File: src/rtl/eth_tx_framer.sv
// Ethernet GMII transmit framer. It inserts the preamble and SFD, zero-pads short
// payloads, appends the CRC-32 FCS and enforces the inter-frame gap.
module eth_tx_framer #(
  parameter int unsigned MIN_LEN   = 60,
  parameter int unsigned MAX_LEN   = 1514,
  parameter int unsigned IFG_BYTES = 12
) (
  input  logic       clk_tx_i,
  input  logic       rst_n,
  input  logic       mac_tx_valid_i,
  input  logic [7:0] mac_tx_data_i,
  output logic       mac_tx_ack_o,
  output logic [7:0] gmii_txd_o,
  output logic       gmii_tx_en_o,
  output logic       frame_done_o,
  output logic       frame_trunc_o
);

  localparam int unsigned BYTE_W   = 8;
  localparam int unsigned CNT_W    = 11;
  localparam int unsigned PRE_W    = 3;
  localparam int unsigned FCS_W    = 2;
  localparam int unsigned CRC_W    = 32;
  localparam int unsigned IFG_W    = (IFG_BYTES > 1) ? $clog2(IFG_BYTES) : 1;
  localparam int unsigned IFG_LAST = (IFG_BYTES > 0) ? IFG_BYTES - 1 : 0;
  localparam int unsigned PRE_LAST = 6;

  localparam logic [CRC_W-1:0]  CRC_POLY = 32'hEDB8_8320;
  localparam logic [CRC_W-1:0]  CRC_INIT = 32'hFFFF_FFFF;
  localparam logic [BYTE_W-1:0] PRE_BYTE = 8'h55;
  localparam logic [BYTE_W-1:0] SFD_BYTE = 8'hD5;
  localparam logic [BYTE_W-1:0] PAD_BYTE = 8'h00;

  typedef enum logic [2:0] {
    IDLE,
    PREAMBLE,
    SFD,
    DATA,
    PAD,
    FCS,
    IFG
  } state_e;

  state_e              state_q, state_d;
  logic [PRE_W-1:0]    pre_cnt_q, pre_cnt_d;
  logic [CNT_W-1:0]    byte_cnt_q, byte_cnt_d;
  logic [FCS_W-1:0]    fcs_idx_q, fcs_idx_d;
  logic [IFG_W-1:0]    ifg_cnt_q, ifg_cnt_d;
  logic [CRC_W-1:0]    crc_q, crc_d;
  logic [BYTE_W-1:0]   txd_q, txd_d;
  logic                tx_en_q, tx_en_d;
  logic                done_q, done_d;
  logic                trunc_q, trunc_d;
  logic                ack_c;
  logic [CRC_W-1:0]    fcs_c;

  // One byte of the reflected CRC-32, LSB of the data byte first.
  function automatic logic [CRC_W-1:0] crc_byte(input logic [CRC_W-1:0]  crc_in,
                                                input logic [BYTE_W-1:0] din);
    logic [CRC_W-1:0] c;
    c = crc_in;
    for (int i = 0; i < 8; i++) begin
      c = (c[0] ^ din[i]) ? ((c >> 1) ^ CRC_POLY) : (c >> 1);
    end
    return c;
  endfunction

  assign fcs_c = ~crc_q;

  always_comb begin
    state_d    = state_q;
    pre_cnt_d  = pre_cnt_q;
    byte_cnt_d = byte_cnt_q;
    fcs_idx_d  = fcs_idx_q;
    ifg_cnt_d  = ifg_cnt_q;
    crc_d      = crc_q;
    txd_d      = PAD_BYTE;
    tx_en_d    = 1'b0;
    done_d     = 1'b0;
    trunc_d    = 1'b0;
    ack_c      = 1'b0;

    case (state_q)
      IDLE: begin
        if (mac_tx_valid_i) begin
          state_d    = PREAMBLE;
          txd_d      = PRE_BYTE;
          tx_en_d    = 1'b1;
          pre_cnt_d  = PRE_W'(1);
          byte_cnt_d = '0;
          crc_d      = CRC_INIT;
        end
      end

      PREAMBLE: begin
        txd_d     = PRE_BYTE;
        tx_en_d   = 1'b1;
        pre_cnt_d = pre_cnt_q + PRE_W'(1);
        if (pre_cnt_q == PRE_W'(PRE_LAST)) begin
          state_d = SFD;
        end
      end

      SFD: begin
        txd_d   = SFD_BYTE;
        tx_en_d = 1'b1;
        state_d = DATA;
      end

      // Registered output leads the state by one byte, so every exit from DATA
      // already emits the next byte (pad or FCS) to keep tx_en gap-free.
      DATA: begin
        tx_en_d = 1'b1;
        ack_c   = mac_tx_valid_i && (byte_cnt_q < CNT_W'(MAX_LEN));
        if (ack_c) begin
          txd_d      = mac_tx_data_i;
          crc_d      = crc_byte(crc_q, mac_tx_data_i);
          byte_cnt_d = byte_cnt_q + CNT_W'(1);
        end else if (mac_tx_valid_i) begin
          trunc_d   = 1'b1;
          txd_d     = fcs_c[BYTE_W-1:0];
          fcs_idx_d = FCS_W'(1);
          state_d   = FCS;
        end else if (byte_cnt_q < CNT_W'(MIN_LEN)) begin
          txd_d      = PAD_BYTE;
          crc_d      = crc_byte(crc_q, PAD_BYTE);
          byte_cnt_d = byte_cnt_q + CNT_W'(1);
          state_d    = PAD;
        end else begin
          txd_d     = fcs_c[BYTE_W-1:0];
          fcs_idx_d = FCS_W'(1);
          state_d   = FCS;
        end
      end

      PAD: begin
        tx_en_d = 1'b1;
        if (byte_cnt_q < CNT_W'(MIN_LEN)) begin
          txd_d      = PAD_BYTE;
          crc_d      = crc_byte(crc_q, PAD_BYTE);
          byte_cnt_d = byte_cnt_q + CNT_W'(1);
        end else begin
          txd_d     = fcs_c[BYTE_W-1:0];
          fcs_idx_d = FCS_W'(1);
          state_d   = FCS;
        end
      end

      FCS: begin
        tx_en_d   = 1'b1;
        txd_d     = fcs_c[{fcs_idx_q, 3'b000} +: BYTE_W];
        fcs_idx_d = fcs_idx_q + FCS_W'(1);
        if (fcs_idx_q == FCS_W'(3)) begin
          done_d    = 1'b1;
          ifg_cnt_d = '0;
          state_d   = (IFG_BYTES == 0) ? IDLE : IFG;
        end
      end

      IFG: begin
        ifg_cnt_d = ifg_cnt_q + IFG_W'(1);
        if (ifg_cnt_q == IFG_W'(IFG_LAST)) begin
          state_d = IDLE;
        end
      end

      default: begin
        state_d = IDLE;
      end
    endcase
  end

  always_ff @(posedge clk_tx_i or negedge rst_n) begin
    if (!rst_n) begin
      state_q    <= IDLE;
      pre_cnt_q  <= '0;
      byte_cnt_q <= '0;
      fcs_idx_q  <= '0;
      ifg_cnt_q  <= '0;
      crc_q      <= CRC_INIT;
      txd_q      <= PAD_BYTE;
      tx_en_q    <= 1'b0;
      done_q     <= 1'b0;
      trunc_q    <= 1'b0;
    end else begin
      state_q    <= state_d;
      pre_cnt_q  <= pre_cnt_d;
      byte_cnt_q <= byte_cnt_d;
      fcs_idx_q  <= fcs_idx_d;
      ifg_cnt_q  <= ifg_cnt_d;
      crc_q      <= crc_d;
      txd_q      <= txd_d;
      tx_en_q    <= tx_en_d;
      done_q     <= done_d;
      trunc_q    <= trunc_d;
    end
  end

  assign mac_tx_ack_o  = ack_c;
  assign gmii_txd_o    = txd_q;
  assign gmii_tx_en_o  = tx_en_q;
  assign frame_done_o  = done_q;
  assign frame_trunc_o = trunc_q;

endmodule

File: config.mk
export PLATFORM = sky130hd
export DESIGN_NAME = eth_tx_framer
export DESIGN_NICKNAME = d
export VERILOG_FILES = /design/src/rtl/eth_tx_framer.sv
export SDC_FILE = /design/constraint.sdc
export NUM_CORES = 1
export LEC_CHECK = 0
export BUFFER_PORTS_ARGS = -buffer_cell sky130_fd_sc_hd__buf_2
export CAP_MARGIN = 10
export CORE_ASPECT_RATIO = 0.75
export CORE_MARGIN = 5
export CORE_UTILIZATION = 30
export CTS_BUF_LIST = sky130_fd_sc_hd__clkbuf_16
export DETAILED_ROUTE_END_ITERATION = 6
export PLACE_DENSITY = 0.46
export SKIP_CTS_REPAIR_TIMING = 1
export SLEW_MARGIN = 20
export SYNTH_ARGS = -nofsm -noshare
export SYNTH_HDL_FRONTEND = slang
export SYNTH_SLANG_ARGS = --single-unit
File: constraint.sdc
create_clock -name clk_tx_i -period 2.84 [get_ports clk_tx_i]
set_input_delay 0.284 -clock clk_tx_i [delete_from_list [all_inputs] [get_ports clk_tx_i]]
set_output_delay 0.284 -clock clk_tx_i [all_outputs]
set_load 0.005 [all_outputs]
-- Word-level counts from Yosys, hierarchy flattened
Index checks and enable logic that the tools add are counted.
- bits in registers: 66
- input bits: 11
- output and inout port bits: 12
- word-level logic and storage cells: 123
- $add $sub $neg: 4
- magnitude comparators: 2
- equality and inequality tests: 16
- shift-type cells: 1
- mux-type cells: 54
- bitwise operators: 24
- reduce and logical (&&, ||, !) cells: 12
- operators by type and width (cell ; number):
    two-way mux 32 bit ; 20
    NOT 13 -> 14 bit ; 15
    case mux 32 bit (3 select lines) ; 1
    case mux 8 bit (6 select lines) ; 1
    two-way mux 11 bit ; 4
    case mux 11 bit (3 select lines) ; 1
    NOT 32 bit ; 1
    variable part select 32 x 6 -> 8 bit ; 1
    two-way mux 8 bit ; 3
    case mux 3 bit (7 select lines) ; 1
    two-way mux 3 bit ; 6
    == test 3 bit, second input constant ; 4
    inequality test 2 bit, second input constant ; 6
    adder 11 x 1 -> 11 bit, second input constant ; 1
    < comparator 11 bit, second input constant ; 1
    < comparator 11 x 6 -> 1 bit, second input constant ; 1
    two-way mux 1 bit ; 8
    case mux 4 bit (2 select lines) ; 1
    XOR 1 bit ; 8
    two-way mux 7 bit ; 1
    == test 3 x 2 -> 1 bit, second input constant ; 2
    two-way mux 2 bit ; 3
    case mux 2 bit (3 select lines) ; 1
    case mux 3 bit (2 select lines) ; 1
    17 further kinds ; 21

-- Depth between registers and ports, before layout
- depth after elaboration: 20
- depth in mapped cells: 10
- mapped depth without buffers: 9

-- Worst setup path after synthesis
OpenSTA, ideal clock, no wires.
- path kind: reg-to-reg
- start: register crc_q[7]
- end: register crc_q[20]
- library setup time: 0.082 ns
- arrival time: 2.140 ns
- data required time: 2.758 ns
- path slack: 0.618 ns
- cell stages (with the launch flop): 9
- path buffers: 1
- clock period less this slack: 2.222 ns
- cell sequence: dfstp_2 > buf_4 > xor2_4 > xnor3_2 > xnor2_2 > xnor2_1 > mux2_2 > mux2i_1 > o21ai_1
- longest elaborated chain between the ends: 13
- elaborated cells on any way between the ends: 23
- those cells by class: mux: 20; bitwise: 3
- RTL lines (item ; line ; text):
    from (decl) ; 49 ; logic [CRC_W-1:0] crc_q, crc_d;
    from (signal assigned) ; 191 ; crc_q <= crc_d;
    two-way mux 32 bit ; 63 ; c = (c[0] ^ din[i]) ? ((c >> 1) ^ CRC_POLY) : (c >> 1);
    NOT 13 -> 14 bit (no line) ; n/a ;
    two-way mux 32 bit (7 in series) ; 63 ;
    two-way mux 32 bit ; 124, 138 ;
    two-way mux 32 bit ; 119 ; end else if (mac_tx_valid_i) begin
    two-way mux 32 bit ; 115 ; if (ack_c) begin
    case mux 32 bit (3 select lines) (*) ; 83 ; case (state_q)
Every way passes the cells marked *; elsewhere a longest branch is shown, timed or not. The select of a mux whose other input is x is not followed.
A chain may end at the register's enable or synchronous reset.

-- Worst setup path in the final report
- start: register byte_cnt_q[6]
- end: output port mac_tx_ack_o
- longest elaborated chain between the ends: 3
- RTL lines (item ; line ; text):
    from (decl) ; 46 ; logic [CNT_W-1:0] byte_cnt_q, byte_cnt_d;
    from (signal assigned) ; 188 ; byte_cnt_q <= byte_cnt_d;
    < comparator 11 bit ; 114 ; ack_c = mac_tx_valid_i && (byte_cnt_q < CNT_W'(MAX_LEN));
    logical AND 1 bit ; 114 ;
    two-way mux 1 bit ; 83 ;
    to (decl) ; 12 ; output logic mac_tx_ack_o,
No other way between the ends.

==> results.md <==
* CP Class: reg2out
* Final Max Tran Viols at 0
* Die area at 19990 um2
* Final core utilization at 34.84%
* Overall routing resource usage at 16.79%
* Seq/Total Area, Yosys at 32.71%
* Clk sink count at 66
* Post-synthesis cell count at 548
* CTS Buf Count at 9
* # DRC at 0
* Initial DRC count at 366
* Std cell rows at 41
* Final worst path period need at 2529 ps
* CTS tree: yes
* Setup TNS at 0 ps
* Clock Root Buffer: clkbuf_16
* Worst-Skew Late Latency at 350 ps
* Routed WL at 16.26 mm
* Die height at 123.7 um
* Core area at 16880 um2
* Via count at 4386
* Slew Limit Headroom at 47.11%
* I/O Buffers at 22
* RSZ-0062 raised after global routing: no
* 1st-pass router iterations at 5
* H-tree levels at 3
* Pin count of the biggest net entering global routing at 49
* Synth unique cells at 74
* Status: complete, no violations
* Post-detailed-route wirelength per cell at 20.35 um
* WP data required at 2560 ps
* Initial antenna violation count at 0
* IO Pins at 23
* Final #Nets at 595
* CP Capture Type: primary output
* Fin crit share at 89.04%
* Ant diodes at 0
* Vias per cell at 5.489
* WP data arrival at 2240 ps
* Clock Tree Buf Depth at 2
* DPL Wire Length at 11.98 mm
* Worst-Margin Slew at 787.6 ps
* CP Max Fanout at 16
* Syn Std Cell Area at 5171 um2
* Number of synthesized flops with an enable pin at 0
* Top_reg_cell synth: dfrtp_1
* Syn_nets at 564
* Chip width at 161.6 um
* Clock transition at path regs at 60 ps
* First-pass GRT wire length at 25.54 mm
* HP Class: in2reg
* Worst clock skew at 11.30 ps
* Starting density of the core at 30.64%
* Placer Congestion at 0.9084
* Type of element launching the critical path: flop
* Total of max-cap violations at 0
* Post-synthesis async set-or-reset flop share at 100.0%
* Area growth, synth to finish at 13.72%
* Worst hold slack at 243.5 ps
* Syn Area/Cell at 9.437 um2
* Congestion Overflow GR at 0
* Peak Freq at 395.5 MHz
* Setup-violating endpoint count in the final report at 0
* Final Hold Vio Count at 0
* Number of global-route vias before repair at 4098
* Detail Route Antenna Nets at 0
* YS warnings at 0
* Layout cell share with drive strength beyond 1 at 23.12%
* Synthesis-stage register bit count at 66
## synthesized netlist by cell type (all sizes together), types with 9 or more instances
master,n,area share [%]
a21oi,46,4.7
a31oi,9,1.1
dfstp,32,16
xor2,22,4.1
nor2,53,3.8
buf,21,2.7
xnor2,100,19
o21ai,43,4.3
dfrtp,34,16
nand2,43,3.2
clkbuf,14,1.0
## kinds of logic (layout without fill, tap and decap cells)
kind of cell	count (synthesis)	count (layout)	share of synthesized area [%]
xor+xnor	125	125	24.36
mux	16	16	5.130
buf+inv	43	79	4.331
simple gates	126	126	10.82
compound gates	167	167	21.44
fa+ha+maj	5	5	1.210
flops	66	66	32.71
## final cells by class
class / count / area, um2
clock buffer: 9 / 225.2
clock inverter: 7 / 30.03
fill: 1709 / 11000
inverter: 8 / 30.03
multi-input combinational: 439 / 3262
sequential: 66 / 1692
tap: 215 / 269.0
timing repair buffer: 55 / 372.9
## registers in the layout, indices dropped and copies added, names as in the netlist
name / count
byte_cnt_q: 11
crc_q: 32
fcs_idx_q: 2
frame_done_o: 1
frame_trunc_o: 1
gmii_tx_en_o: 1
gmii_txd_o: 8
ifg_cnt_q: 4
pre_cnt_q: 3
state_q: 3
## placed cells by master, fill, tap and decap left out, types with 8 or more instances in the layout
cell type	Yosys	layout
a211oi_1	8	8
a21oi_1	45	45
a31oi_1	9	9
buf_2	11	22
buf_4	3	31
clkbuf_16	0	9
dfrtp_1	34	34
dfstp_2	32	32
inv_1	8	10
nand2_1	42	42
nor2_1	53	52
o21ai_0	33	33
xnor2_1	88	88
xnor2_2	11	11
xor2_1	21	21
## worst max-delay path: stages, from the launching register on
cell	delay, ps
dfrtp_1	490
nand4_1	220
a21oi_1	320
o21ai_2	150
nand2_1	110
buf_4	190
inv_1	70
buf_4	200
buf_2	140
## path summary, 6_finish.rpt
check / slack, ps / endpoint / start / cells after the start
worst max-delay path: 310 / mac_tx_ack_o / byte_cnt_q[6]$_DFFE_PN0P_ / 8
worst min-delay path: 240 / gmii_txd_o[0]$_DFF_PN0_ / mac_tx_data_i[0] / 3
worst max register to register: 350 / byte_cnt_q[1]$_DFFE_PN0P_ / byte_cnt_q[9]$_DFFE_PN0P_ / 6
worst min register to register: 500 / crc_q[31]$_DFFE_PN1P_ / crc_q[31]$_DFFE_PN1P_ / 2
max in group asynchronous: 1640 / crc_q[1]$_DFFE_PN1P_ / rst_n / 3
min in group asynchronous: 470 / gmii_txd_o[5]$_DFF_PN0_ / rst_n / 2
## stage by stage
step                      area [um2]  std cells  setup WS (ps)
final                           5881        799          311.3
after detailed placement        5612        782          379.9
after global routing            5881        799          99.82
after floorplan                 5171        548          618.4
after global placement          5612        782          434.1
after CTS                       5867        798          214.5
## metal layers
metal  vias up  GRT usage [%]  routed length (um)
met2       164          23.03                6585
met1      2183          26.08                8255
li1       2021              -                   -
met5         -              0                   0
met3        18          4.135                1206
met4         0          3.996                 213
Power is left out: the tool's default activity adds up to more than one toggle a clock period on the data nets, which glitch-free logic cannot reach.
